<file path="config.mk">
export PLATFORM = sky130hd
export DESIGN_NAME = r_egress_arb
export DESIGN_NICKNAME = d
export VERILOG_FILES = /design/src/rtl/r_egress_pkg.sv /design/src/rtl/r_rr_pick.sv /design/src/rtl/r_egress_arb.sv
export SDC_FILE = /design/constraint.sdc
export NUM_CORES = 1
export LEC_CHECK = 0
export BUFFER_PORTS_ARGS = -buffer_cell sky130_fd_sc_hd__buf_4
export CAP_MARGIN = 10
export CORE_MARGIN = 8
export CORE_UTILIZATION = 40
export CTS_CLUSTER_DIAMETER = 100
export CTS_CLUSTER_SIZE = 30
export DETAILED_ROUTE_END_ITERATION = 6
export GPL_TIMING_DRIVEN = 0
export PLACE_DENSITY_LB_ADDON = 0.05
export SYNTH_ARGS = -nofsm -noshare
export SYNTH_HDL_FRONTEND = slang
export SYNTH_SLANG_ARGS = --single-unit
</file>
<file path="constraint.sdc">
create_clock -name clk -period 2.5 [get_ports clk]
set_clock_uncertainty 0.1 [all_clocks]
set_input_delay 0.375 -clock clk [delete_from_list [all_inputs] [get_ports clk]]
set_output_delay 0.375 -clock clk [all_outputs]
set_load 0.02 [all_outputs]
</file>
<file path="src/rtl/r_egress_pkg.sv">
// ---------------------------------------------------------------------------
// r_egress_pkg
// Shared types and constants for the egress arbiter.
//   state_t             : arbiter FSM states (IDLE, ARB, XFER, FLUSH)
//   NUM_PORTS           : number of output FIFOs served (4)
//   PTR_W               : width of a port index / round-robin pointer (2)
//   DEF_TIMEOUT_CYCLES  : default stall timeout in XFER cycles (30)
//   CNT_W               : stall counter width, covers timeouts up to 255
//   next_port()         : port index + 1, wrapping 3 -> 0
// ---------------------------------------------------------------------------
package r_egress_pkg;

    localparam int NUM_PORTS          = 4;
    localparam int PTR_W              = 2;
    localparam int DEF_TIMEOUT_CYCLES = 30;
    localparam int CNT_W              = 8;

    typedef enum logic [1:0] {
        ST_IDLE  = 2'd0,
        ST_ARB   = 2'd1,
        ST_XFER  = 2'd2,
        ST_FLUSH = 2'd3
    } state_t;

    // The index width equals log2(NUM_PORTS), so plain overflow gives mod-4.
    function automatic logic [PTR_W-1:0] next_port(input logic [PTR_W-1:0] p);
        return p + PTR_W'(1);
    endfunction

endpackage

</file>
<file path="src/rtl/r_rr_pick.sv">
// ---------------------------------------------------------------------------
// r_rr_pick
// Combinational rotating-priority picker: returns the first requesting port
// found scanning ptr, ptr+1, ... (mod NUM_PORTS).
//   req     [3:0] : per-port request (FIFO non-empty)
//   ptr     [1:0] : port with highest priority this cycle
//   gnt_id  [1:0] : selected port (0 when nothing requests)
//   gnt_vld       : at least one port requests
// ---------------------------------------------------------------------------
module r_rr_pick
    import r_egress_pkg::*;
(
    input  logic [NUM_PORTS-1:0] req,
    input  logic [PTR_W-1:0]     ptr,
    output logic [PTR_W-1:0]     gnt_id,
    output logic                 gnt_vld
);

    logic [PTR_W-1:0] w_idx;

    always_comb begin
        // NOTE: every output of a combinational block gets a default before
        // any conditional assignment; a path that leaves one unassigned
        // infers a latch.
        gnt_id  = '0;
        gnt_vld = 1'b0;
        w_idx   = '0;
        // Walk from the farthest offset back to ptr so the nearest requester
        // is the last one written and therefore wins.
        for (int k = NUM_PORTS - 1; k >= 0; k--) begin
            w_idx = ptr + PTR_W'(k);
            if (req[w_idx]) begin
                gnt_id  = w_idx;
                gnt_vld = 1'b1;
            end
        end
    end

endmodule

</file>
<file path="src/rtl/r_egress_arb.sv">
// ---------------------------------------------------------------------------
// r_egress_arb
// Round-robin arbiter draining four output FIFOs onto one shared egress
// channel, one whole packet per grant.
//   clk                : clock, all state on posedge
//   resetn             : synchronous active-low reset
//   fifo_empty   [3:0] : FIFO i holds no data
//   fifo_last    [3:0] : FIFO i head byte is the packet's last byte
//   egress_ready       : egress channel accepts a byte this cycle
//   read_enb     [3:0] : read strobe to the granted FIFO (at most one bit)
//   egress_valid       : a byte moves this cycle (|read_enb)
//   grant_id     [1:0] : granted FIFO, steers the egress mux
//   busy               : arbiter in ARB, XFER or FLUSH
//   soft_reset   [3:0] : one-cycle flush pulse to a FIFO that stalled out
// Build option: define R_EGRESS_TIMEOUT_EN to include the stall counter and
// the FLUSH path; without it XFER waits indefinitely for the last byte and
// soft_reset stays 0.
// ---------------------------------------------------------------------------
module r_egress_arb
    import r_egress_pkg::*;
#(
    parameter int TIMEOUT_CYCLES = DEF_TIMEOUT_CYCLES
) (
    input  logic                 clk,
    input  logic                 resetn,
    input  logic [NUM_PORTS-1:0] fifo_empty,
    input  logic [NUM_PORTS-1:0] fifo_last,
    input  logic                 egress_ready,
    output logic [NUM_PORTS-1:0] read_enb,
    output logic                 egress_valid,
    output logic [PTR_W-1:0]     grant_id,
    output logic                 busy,
    output logic [NUM_PORTS-1:0] soft_reset
);

    if (TIMEOUT_CYCLES < 2 || TIMEOUT_CYCLES > 255) begin : g_bad_timeout
        $error("r_egress_arb: TIMEOUT_CYCLES must be in 2..255");
    end

    state_t               r_state;
    logic [PTR_W-1:0]     r_rr_ptr;
    logic [PTR_W-1:0]     r_grant_id;
    logic                 r_busy;
    logic [NUM_PORTS-1:0] r_soft_reset;

    logic [NUM_PORTS-1:0] w_req;
    logic [PTR_W-1:0]     w_pick_id;
    logic                 w_pick_vld;
    logic                 w_read;
    logic                 w_last_read;
    logic                 w_timeout;

    assign w_req = ~fifo_empty;

    r_rr_pick u_rr_pick (
        .req     (w_req),
        .ptr     (r_rr_ptr),
        .gnt_id  (w_pick_id),
        .gnt_vld (w_pick_vld)
    );

    // Reads are combinational so a byte moves in the same cycle ready is seen.
    assign w_read      = (r_state == ST_XFER) && egress_ready && !fifo_empty[r_grant_id];
    assign w_last_read = w_read && fifo_last[r_grant_id];

    always_comb begin
        read_enb             = '0;
        read_enb[r_grant_id] = w_read;
    end

    assign egress_valid = w_read;
    assign grant_id     = r_grant_id;
    assign busy         = r_busy;
    assign soft_reset   = r_soft_reset;

`ifdef R_EGRESS_TIMEOUT_EN
    logic [CNT_W-1:0] r_stall_cnt;

    // Counter sits at 0 outside XFER, so entering XFER starts from zero.
    assign w_timeout = (r_state == ST_XFER) && !w_read &&
                       (r_stall_cnt == CNT_W'(TIMEOUT_CYCLES - 1));

    always_ff @(posedge clk) begin
        if (!resetn) begin
            r_stall_cnt <= '0;
        end else if (r_state != ST_XFER || w_read) begin
            r_stall_cnt <= '0;
        end else begin
            r_stall_cnt <= r_stall_cnt + CNT_W'(1);
        end
    end
`else
    assign w_timeout = 1'b0;
`endif

    always_ff @(posedge clk) begin
        // NOTE: sequential state uses non-blocking assignments so every
        // register samples pre-edge values regardless of statement order.
        if (!resetn) begin
            r_state      <= ST_IDLE;
            r_rr_ptr     <= '0;
            r_grant_id   <= '0;
            r_busy       <= 1'b0;
            r_soft_reset <= '0;
        end else begin
            r_soft_reset <= '0;
            unique case (r_state)
                ST_IDLE: begin
                    if (|w_req) begin
                        r_state <= ST_ARB;
                        r_busy  <= 1'b1;
                    end
                end
                ST_ARB: begin
                    if (w_pick_vld) begin
                        r_state    <= ST_XFER;
                        r_grant_id <= w_pick_id;
                    end else begin
                        r_state <= ST_IDLE;
                        r_busy  <= 1'b0;
                    end
                end
                ST_XFER: begin
                    // A last-byte read takes precedence over the timeout.
                    if (w_last_read) begin
                        r_state    <= ST_IDLE;
                        r_busy     <= 1'b0;
                        r_grant_id <= '0;
                        r_rr_ptr   <= next_port(r_grant_id);
                    end else if (w_timeout) begin
                        r_state      <= ST_FLUSH;
                        r_soft_reset <= NUM_PORTS'(1) << r_grant_id;
                    end
                end
                ST_FLUSH: begin
                    r_state    <= ST_IDLE;
                    r_busy     <= 1'b0;
                    r_grant_id <= '0;
                    r_rr_ptr   <= next_port(r_grant_id);
                end
                default: begin
                    r_state <= ST_IDLE;
                    r_busy  <= 1'b0;
                end
            endcase
        end
    end

endmodule
</file>
# Yosys cells after proc, flatten, opt, wreduce, memory -nomap -nowiden
# Index checks and enable logic that the tools add are counted.
[word_totals]
reg_bits = 7
in_bits = 11
out_inout_bits = 12
wordCells = 70
[op_classes]
eq_ne = 7
n_mux = 34
addsub = 4
order_cmp = 6
n_bitwise = 2
reduce_logical = 13
[ops]
columns = ["operator", "n"]
rows = [
  ["$mux W2", 9],
  ["$lt A2 B3 Y1 const B", 5],
  ["$mux W1", 14],
  ["$bmux W1 S2", 6],
  ["$pmux W2 S4", 1],
  ["$ne A2 B2 Y1 const B", 3],
  ["$pmux W2 S3", 1],
  ["$reduce_and A3 Y1", 2],
  ["$add A2 B1 Y2 const B", 2],
  ["$add A2 B2 Y2 const B", 2],
  ["$and A4 B4 Y4", 1],
  ["$eq A2 B2 Y1 const B", 2],
  ["$logic_and A1 B1 Y1", 4],
  ["$not A4 Y4", 1],
  ["$pmux W1 S4", 1],
  ["$pmux W2 S2", 1],
  ["$reduce_and A2 Y1", 2],
  ["$reduce_or A4 Y1", 1],
  ["$reduce_bool A3 Y1", 1],
  ["$demux W1 S2", 1],
  ["$eq A2 B1 Y1 const B", 1],
  ["$ge A2 B1 Y1 const B", 1],
  ["$logic_not A2 Y1", 1],
  ["$ne A2 B1 Y1 const B", 1],
  ["other kinds (2)", 2],
]

# Longest topological paths before layout
# Gate-level depths: netlist (run 1).
[depth]
depth_word = 9
depth_mapped = 6
ltp_nobuf = 5

# By module
# A second synthesis (run 1) with hierarchy kept.
[unflattened]
hier_cells = 83
hier_area_um2 = 646.9
[by_module_without_submodules]
columns = ["mod", "instances", "area_per_inst_um2", "seq_area_each_um2", "cells_each"]
rows = [
  ["r_egress_arb", 1, 569.3, 140.1, 70],
  ["r_rr_pick", 1, 77.6, 0.0, 13],
]

# Least setup slack after synthesis (run 1)
# Ideal clock, no wire load.
[synth_path]
path_type = "register -> output"
from = "register r_grant_id[0] (netlist: grant_id[0])"
to = "output read_enb[0]"
n_path_buf = 1
t_required_ps = 2025
stages_incl_launch_ff = 6
arrival_time_ps = 2029
slack_ps = -4
cell_sequence = "dfxtp_1 > buf_6 > mux2_4 > a2bb2oi_2 > nor3_1 > and2_1"
[synth_between]
elab_chain_cells = 5
word_cells_on_any_way = 10
classes_between = "order compare (2); mux (4); bitwise (1); reduce/logical (3)"
[synth_rtl]
columns = ["element", "line", "rtl"]
rows = [
  ["start: declaration", "r_egress_arb.sv:42", "logic [PTR_W-1:0] r_grant_id;"],
  ["start signal: assignment", "r_egress_arb.sv:117", "r_grant_id <= w_pick_id;"],
  ["$bmux W1 S2", "r_egress_arb.sv:63", "assign w_read = (r_state == ST_XFER) && egress_ready && !fifo_empty[r_grant_id];"],
  ["$mux W1 (implied by the code)", "r_egress_arb.sv:63", ""],
  ["$logic_not A1 Y1", "r_egress_arb.sv:63", ""],
  ["$logic_and A1 B1 Y1", "r_egress_arb.sv:63", ""],
  ["net egress_valid", "r_egress_arb.sv:30", "output logic egress_valid,"],
  ["$and A4 B4 Y4 (no source line)", "-", ""],
  ["end: declaration", "r_egress_arb.sv:29", "output logic [NUM_PORTS-1:0] read_enb,"],
]
# The timed path passes the listed nets, and every way through them passes these cells. The select of a mux whose other input is x is not followed.

# Worst setup path after layout (run 1)
[layout_path]
from = "register r_grant_id[0] (netlist: grant_id[0])"
to = "output read_enb[2]"
[layout_between]
elab_chain_cells = 5
word_cells_on_any_way = 10
classes_between = "order compare (2); mux (4); bitwise (1); reduce/logical (3)"
[layout_rtl]
columns = ["element", "line", "rtl"]
rows = [
  ["$lt A2 B3 Y1 (implied by the code), or another cell as far along", "r_egress_arb.sv:68", "read_enb[r_grant_id] = w_read;"],
  ["$logic_and A1 B1 Y1 (implied by the code) or $mux W1 (tied branches)", "r_egress_arb.sv:68, r_egress_arb.sv:63", ""],
  ["$mux W1 (implied by the code) or $logic_not A1 Y1 (tied branches)", "r_egress_arb.sv:68, r_egress_arb.sv:63", ""],
  ["$demux W1 S2 or $logic_and A1 B1 Y1 (tied branches)", "r_egress_arb.sv:68, r_egress_arb.sv:63", ""],
  ["$and A4 B4 Y4 (no source line) *", "-", ""],
]
# Every way passes the cells marked *; elsewhere a longest branch is shown, timed or not. The select of a mux whose other input is x is not followed.

==> summary.md, run 1 <==
| Metric | Value |
|---|---|
| YS warnings | 0 |
| Drt wl/cell | 13.4 µm |
| Outcome | complete, no violations |
| Fillcell total | 153 |
| Vias | 646 |
| Die width | 56.2 µm |
| Post-CTS Setup Repair Bufs | 0 |
| Pleak | 0.379 nW |
| Commonest non-fill, non-tap cell in the layout | buf_4 |
| DRC | 0 |
| Crit path DAT | 1.84 ns |
| Die Y-Extent | 56.2 µm |
| CTS tree | built |
| Largest net degree at the start of global routing | 11 |
| GRT Total Usage | 0.0980 |
| Storage element area | 140 µm² |
| Netlist cell types | 34 |
| Total core area | 1510 µm² |
| Final min period | 2.31 ns |
| Final period utilization | 0.924 |
| WL final | 1590 µm |
| Hold slack | 0.412 ns |
| N_diodes | 0 |
| Gr ovfl total | 0 |
| Max-slew violation count | 0 |
| RSZ-0062 raised after global routing | no |
| IO Count | 23 |
| H-tree levels | 1 |
| Full die area | 3160 µm² |
| Gpl congestion | 0.804 |
| Worst-skew pair later-pin latency | 0.25 ns |
| Clk slew on worst S/H paths | 0.05 ns |
| Sink Count | 7 |
| Critical Path End Type | primary output |
| First-pass DRT Iterations | 4 |
| Final setup viols | 0 |
| Maximum VDD drop | 0.372 mV |
| Starting density of the core | 0.429 |
| Post-cts sizing count | 0 |
| CTS Hold Bufs | 0 |
| 1st-iter DRT viols | 8 |
| Final worst slack | 0.189 ns |
| Utilization after layout | 0.561 |
| # rows | 14 |
| First-pass GRT wire length | 2570 µm |
| Most frequent cells in the layout | 22 x buf_4, 7 x inv_1, 7 x dfxtp_1 |
| Syn Area/Cell | 8.29 µm² |
| Min-delay worst type | reg2reg |
| Max-Cap Viols | 0 |
| Initial antenna violation count | 0 |
| Final TNS setup | 0 ns |
| Clock Tree Buf Depth | 2 |
| Area Growth Syn to Fin | 30.6% |
| DP HPWL | 1250 µm |
| Crit path kind | reg2out |
| Synth Instances | 78 |
| Pwr Total | 0.447 mW |
| CP required | 2.03 ns |
| FMAX | 0.433 GHz |
| Multi-input gate area | 448 µm² |
| Layout cells sized above 1 | 0.320 |
| Num CTS Buffers | 3 |
| Startpoint types | register |
| Yosys reg bits | 7 |
| Final ANT Viol Nets | 0 |
| Final Hold Violating Endpoints | 0 |
| Pre-CTS setup slack | 0.446 ns |
| Via-to-Cell Ratio | 5.43 |
| Syn Std Cell Area | 647 µm² |
| Final nets | 119 |
| Seq/Total Area, Yosys | 0.217 |
| Root Driver | clkbuf_4 |
| PD cells | 529 nW/µm² |
| CP max FO | 7 |
| Vias in the first global route | 610 |
| # port buffers | 18 |
[layout make-up]
type                       instances  share of cell area
clock buffer                       4              0.0311
tap                               16              0.0237
buffer                             7              0.0578
multi-input combinational         60               0.530
sequential                         7               0.166
timing repair buffer              18               0.160
inverter                           7              0.0311
[state kept, by name (all words and copies together) (netlist names)]
signal    flops
busy          1
grant_id      2
r_rr_ptr      2
r_state       2
[final timing paths]
check                             endpoint                      from  cells past startpoint  slack [ns]
setup / recovery               read_enb[2]  grant_id[0]$_SDFFE_PN0P_                      6        0.19
hold / removal           busy$_SDFFE_PN0P_         busy$_SDFFE_PN0P_                      1        0.41
setup reg to reg  grant_id[0]$_SDFFE_PN0P_  grant_id[0]$_SDFFE_PN0P_                      5        0.62
hold reg to reg          busy$_SDFFE_PN0P_         busy$_SDFFE_PN0P_                      1        0.41
[stage by stage]
step           cells  instance area, µm²
2_1_floorplan     81                 663
6_report         119                 845
3_5_place_dp     115                 818
3_3_place_gp     115                 818
5_1_grt          119                 845
4_1_cts          119                 845
[cells in the mapped netlist (all sizes together)]
cell type	count	area, µm²
dfxtp	7	140
inv	7	26.3
nand2	6	22.5
buf	5	41.3
nand3	5	25.0
and2	4	25.0
ha	4	50.1
nand4	4	25.0
mux2i	3	30.0
nor2b	3	18.8
a221o	2	20.0
clkbuf	2	7.51
mux2	2	26.3
nor2	2	7.51
nor3	2	10.0
o2111ai	2	17.5
o221ai	2	17.5
or3	2	15.0
a2111oi	1	8.76
a21boi	1	7.51
a21oi	1	5.00
a22o	1	10.0
a2bb2o	1	10.0
a2bb2oi	1	15.0
a311oi	1	8.76
a31oi	1	6.26
a32o	1	10.0
and3	1	6.26
conb	1	3.75
maj3	1	10.0
nor4bb	1	10.0
o211a	1	10.0
[metal layers]
layer	share of wire	global-route usage
met5	0	0
met4	0.0094	0.0241
met3	0.088	0.0548
met2	0.44	0.158
met1	0.46	0.108
[report_power, final]
group          internal [mW]  total (mW)  switching (mW)
Combinational         0.0887       0.191           0.103
Sequential             0.131       0.154          0.0233
Clock                 0.0608       0.101          0.0400
Total                  0.281       0.447           0.166
[logic make-up after synthesis]
kind of cell,count (synthesis),share of synthesized area
buffers and inverters,14,0.116
DFF,7,0.217
muxes,5,0.0870
adders and majority gates,5,0.0928
other,1,0.00580
AOI/OAI and AO/OA,16,0.226
and+or+nand+nor,30,0.255
[worst max-delay path, cell delays in order (launching register included)]
cell and delay, ns:
dfxtp_1 0.39, buf_6 0.16, mux2_4 0.30, a2bb2oi_2 0.17, nor3_2 0.24, and2_1 0.17, buf_4 0.14
(Power assumes the default switching activity.)
==> run 2, diff against run 1 <==
ABC_AREA = 1   (was unset)
==> run 2 against run 1 <==
  * First-iteration DRC count is 100% higher
  * Non-clock buffer count fell by 2
  * Clock power grew 7%
  * Combinational power rose by 31%
  * Design area grew 16%
  * Critical path type unchanged
  * Utilization is 4.4 points lower
  * Highest routed layer unchanged
==> summary.md, run 2 <==
| Metric | Value |
|---|---|
| Worst Setup SP | grant_id[0]$_SDFFE_PN0P_ |
| Maximum VDD drop | 0.422 mV |
| Layout cells sized above 1 | 0.296 |
| YS warnings | 0 |
| H-tree levels | 1 |
| Initial antenna violation count | 0 |
| Crit-path slowest cell | dfxtp_1 |
| R2r startpoint | grant_id[0]$_SDFFE_PN0P_ |
| Final period utilization | 0.746 |
| CP bufs+invs | 2 |
| WL final | 1860 µm |
| Die Y-Extent | 60.0 µm |
| Crit path DAT | 1.39 ns |
| Critical Path, Cell by Cell | inv_2, nand2_2, nand3_2, nand3_4, nor2_1, buf_4 |
| RSZ-0062 raised after global routing | no |
| Sink Count | 7 |
| First-pass GRT wire length | 3200 µm |
| Final Hold Violating Endpoints | 0 |
| Origin of the worst min-delay path | resetn |
| Placed insts | 182 |
| CP required | 2.03 ns |
| Crit-path leading delay family | flip-flops |
| Synth cell count leaders | 49 x nand2_1, 13 x inv_1, 12 x nor2_1 |
| Drt wl/cell | 9.99 µm |
| Final setup viols | 0 |
| Max-Cap Viols | 0 |
| IO Count | 23 |
| Gr ovfl total | 0 |
| # port buffers | 18 |
| Largest net degree at the start of global routing | 11 |
| Root Driver | clkbuf_4 |
| Largest stage delay on the critical path | 0.51 ns |
| Hold slack | 0.285 ns |
| Commonest non-fill, non-tap cell in the layout | nand2_1 |
| Vias | 839 |
| Seq/Total Area, Yosys | 0.181 |
| Gpl congestion | 0.802 |
| Vias in the first global route | 767 |
| Syn Std Cell Area | 776 µm² |
| Synth Instances | 134 |
| R2R setup slack | 0.96 ns |
| # rows | 16 |
| Num CTS Buffers | 3 |
| Startpoint types | register |
| Pleak | 0.568 nW |
| Final Instance Area | 982 µm² |
| Switching share of total power | 0.437 |
| Ys async rst share | 0 |
| P_sw | 0.221 mW |
| Outcome | complete, no violations |
| Starting density of the core | 0.408 |
| Area Growth Syn to Fin | 26.6% |
| Via-to-Cell Ratio | 4.51 |
| Comb pwr share | 0.496 |
| DP HPWL | 1560 µm |
| CP max FO | 9 |
| Clock Tree Buf Depth | 2 |
| 1st-iter DRT viols | 16 |
| Final ANT Viol Nets | 0 |
| Max-slew violation count | 0 |
| Clock Power Share | 0.213 |
| CTS tree | built |
| CTS Hold Bufs | 0 |
| FMAX | 0.536 GHz |
| N_diodes | 0 |
| Syn Area/Cell | 5.79 µm² |
| Area contributors post-synth | nand2_1 24%, dfxtp_1 18%, ha_1 6.5%, inv_1 6.3%, nor2_1 5.8% |
| EDFF count, synth | 0 |
| Area post-placement | 956 µm² |
| Synth Flop Type | dfxtp_1 |
| Total core area | 1900 µm² |
| Netlist cell types | 22 |
| Top cell type's share of synthesized area | 0.237 |
| Final TNS setup | 0 ns |
| Pwr Total | 0.506 mW |
| Non-filler instance count after layout | 186 |
| Worst-skew pair later-pin latency | 0.26 ns |
| Yosys reg bits | 7 |
| Sequential power share | 0.291 |
| Crit path kind | reg2out |
| Full die area | 3600 µm² |
| Utilization after layout | 0.516 |
| Pre-CTS setup slack | 0.876 ns |
| Most frequent cells in the layout | 49 x nand2_1, 23 x buf_4, 13 x inv_1 |
| Internal Power | 0.285 mW |
| Yosys top cell by area | nand2_1 |
| Final nets | 175 |
| Post-CTS Setup Repair Bufs | 0 |
| Final min period | 1.87 ns |
| First-pass DRT Iterations | 4 |
| Clk slew on worst S/H paths | 0.06 ns |
| Count leader, synth | nand2_1 |
| PD cells | 515 nW/µm² |
| Die width | 60.0 µm |
| Critical Path End Type | primary output |
| GRT Total Usage | 0.117 |
| Min-delay worst type | in2reg |
| Post-cts sizing count | 0 |
| DRC | 0 |
| Final worst slack | 0.635 ns |
run 2: cell types whose count changed in the layout (fill, tap and decap cells not counted), sizes merged, moves of 4 or more:
| cell | change |
|---|---|
| nand2 | +51 |
| inv | +14 |
| nor2 | +11 |
| o21ai | +7 |
| a21oi | +5 |
| nand3 | +5 |
| and2 | -4 |
run 2: power groups by stage:
stage / Combinational [mW] / Sequential, mW / Clock (mW)
5_1_grt: 0.288 / 0.151 / 0.115
3_5_place_dp: 0.253 / 0.151 / 0
2_1_floorplan: 0.179 / 0.157 / 0
6_report: 0.251 / 0.147 / 0.108
3_3_place_gp: 0.248 / 0.151 / 0
4_1_cts: 0.254 / 0.148 / 0.110
run 2: worst paths after layout:
kind	to	depth (start not counted)
worst max-delay path	read_enb[1]	6
worst max register to register	grant_id[0]$_SDFFE_PN0P_	11
worst min register to register	busy$_SDFFE_PN0P_	2
worst min-delay path	grant_id[1]$_SDFFE_PN0P_	3
run 2: worst reg2reg max path: cells and delay by family, from the launching register on:
family                 cells  cell delay (ns)
buffers and inverters      2             0.19
flip-flops                 1             0.51
AND/OR/NAND/NOR            9             0.66
run 2: cell families (layout without fill, tap and decap cells):
| logic type | after synthesis | in the layout | share of synthesized area |
|---|---|---|---|
| buffers and inverters | 26 | 48 | 0.156 |
| AOI/OAI and AO/OA | 14 | 14 | 0.0968 |
| DFF | 7 | 7 | 0.181 |
| and+or+nand+nor | 82 | 82 | 0.497 |
| adders and majority gates | 4 | 4 | 0.0645 |
| other | 1 | 4 | 0.00483 |
run 2: layout make-up:
class                           count  area (µm²)
Timing Repair Buffer               18         135
Clock buffer                        4        26.3
Tap cell                           27        33.8
Buffer                              5        37.5
Sequential cell                     7         140
Inverter                           21        83.8
Fill cell                         206         920
Multi-Input combinational cell    104         526
run 2: per-layer routing:
metal,part of all wire,vias to the layer above,track usage,wire length [µm]
li1,-,454,-,-
met4,0.024,0,0.0816,45
met1,0.44,368,0.133,823
met5,0,-,0,0
met3,0.050,4,0.0194,92
met2,0.48,13,0.192,897
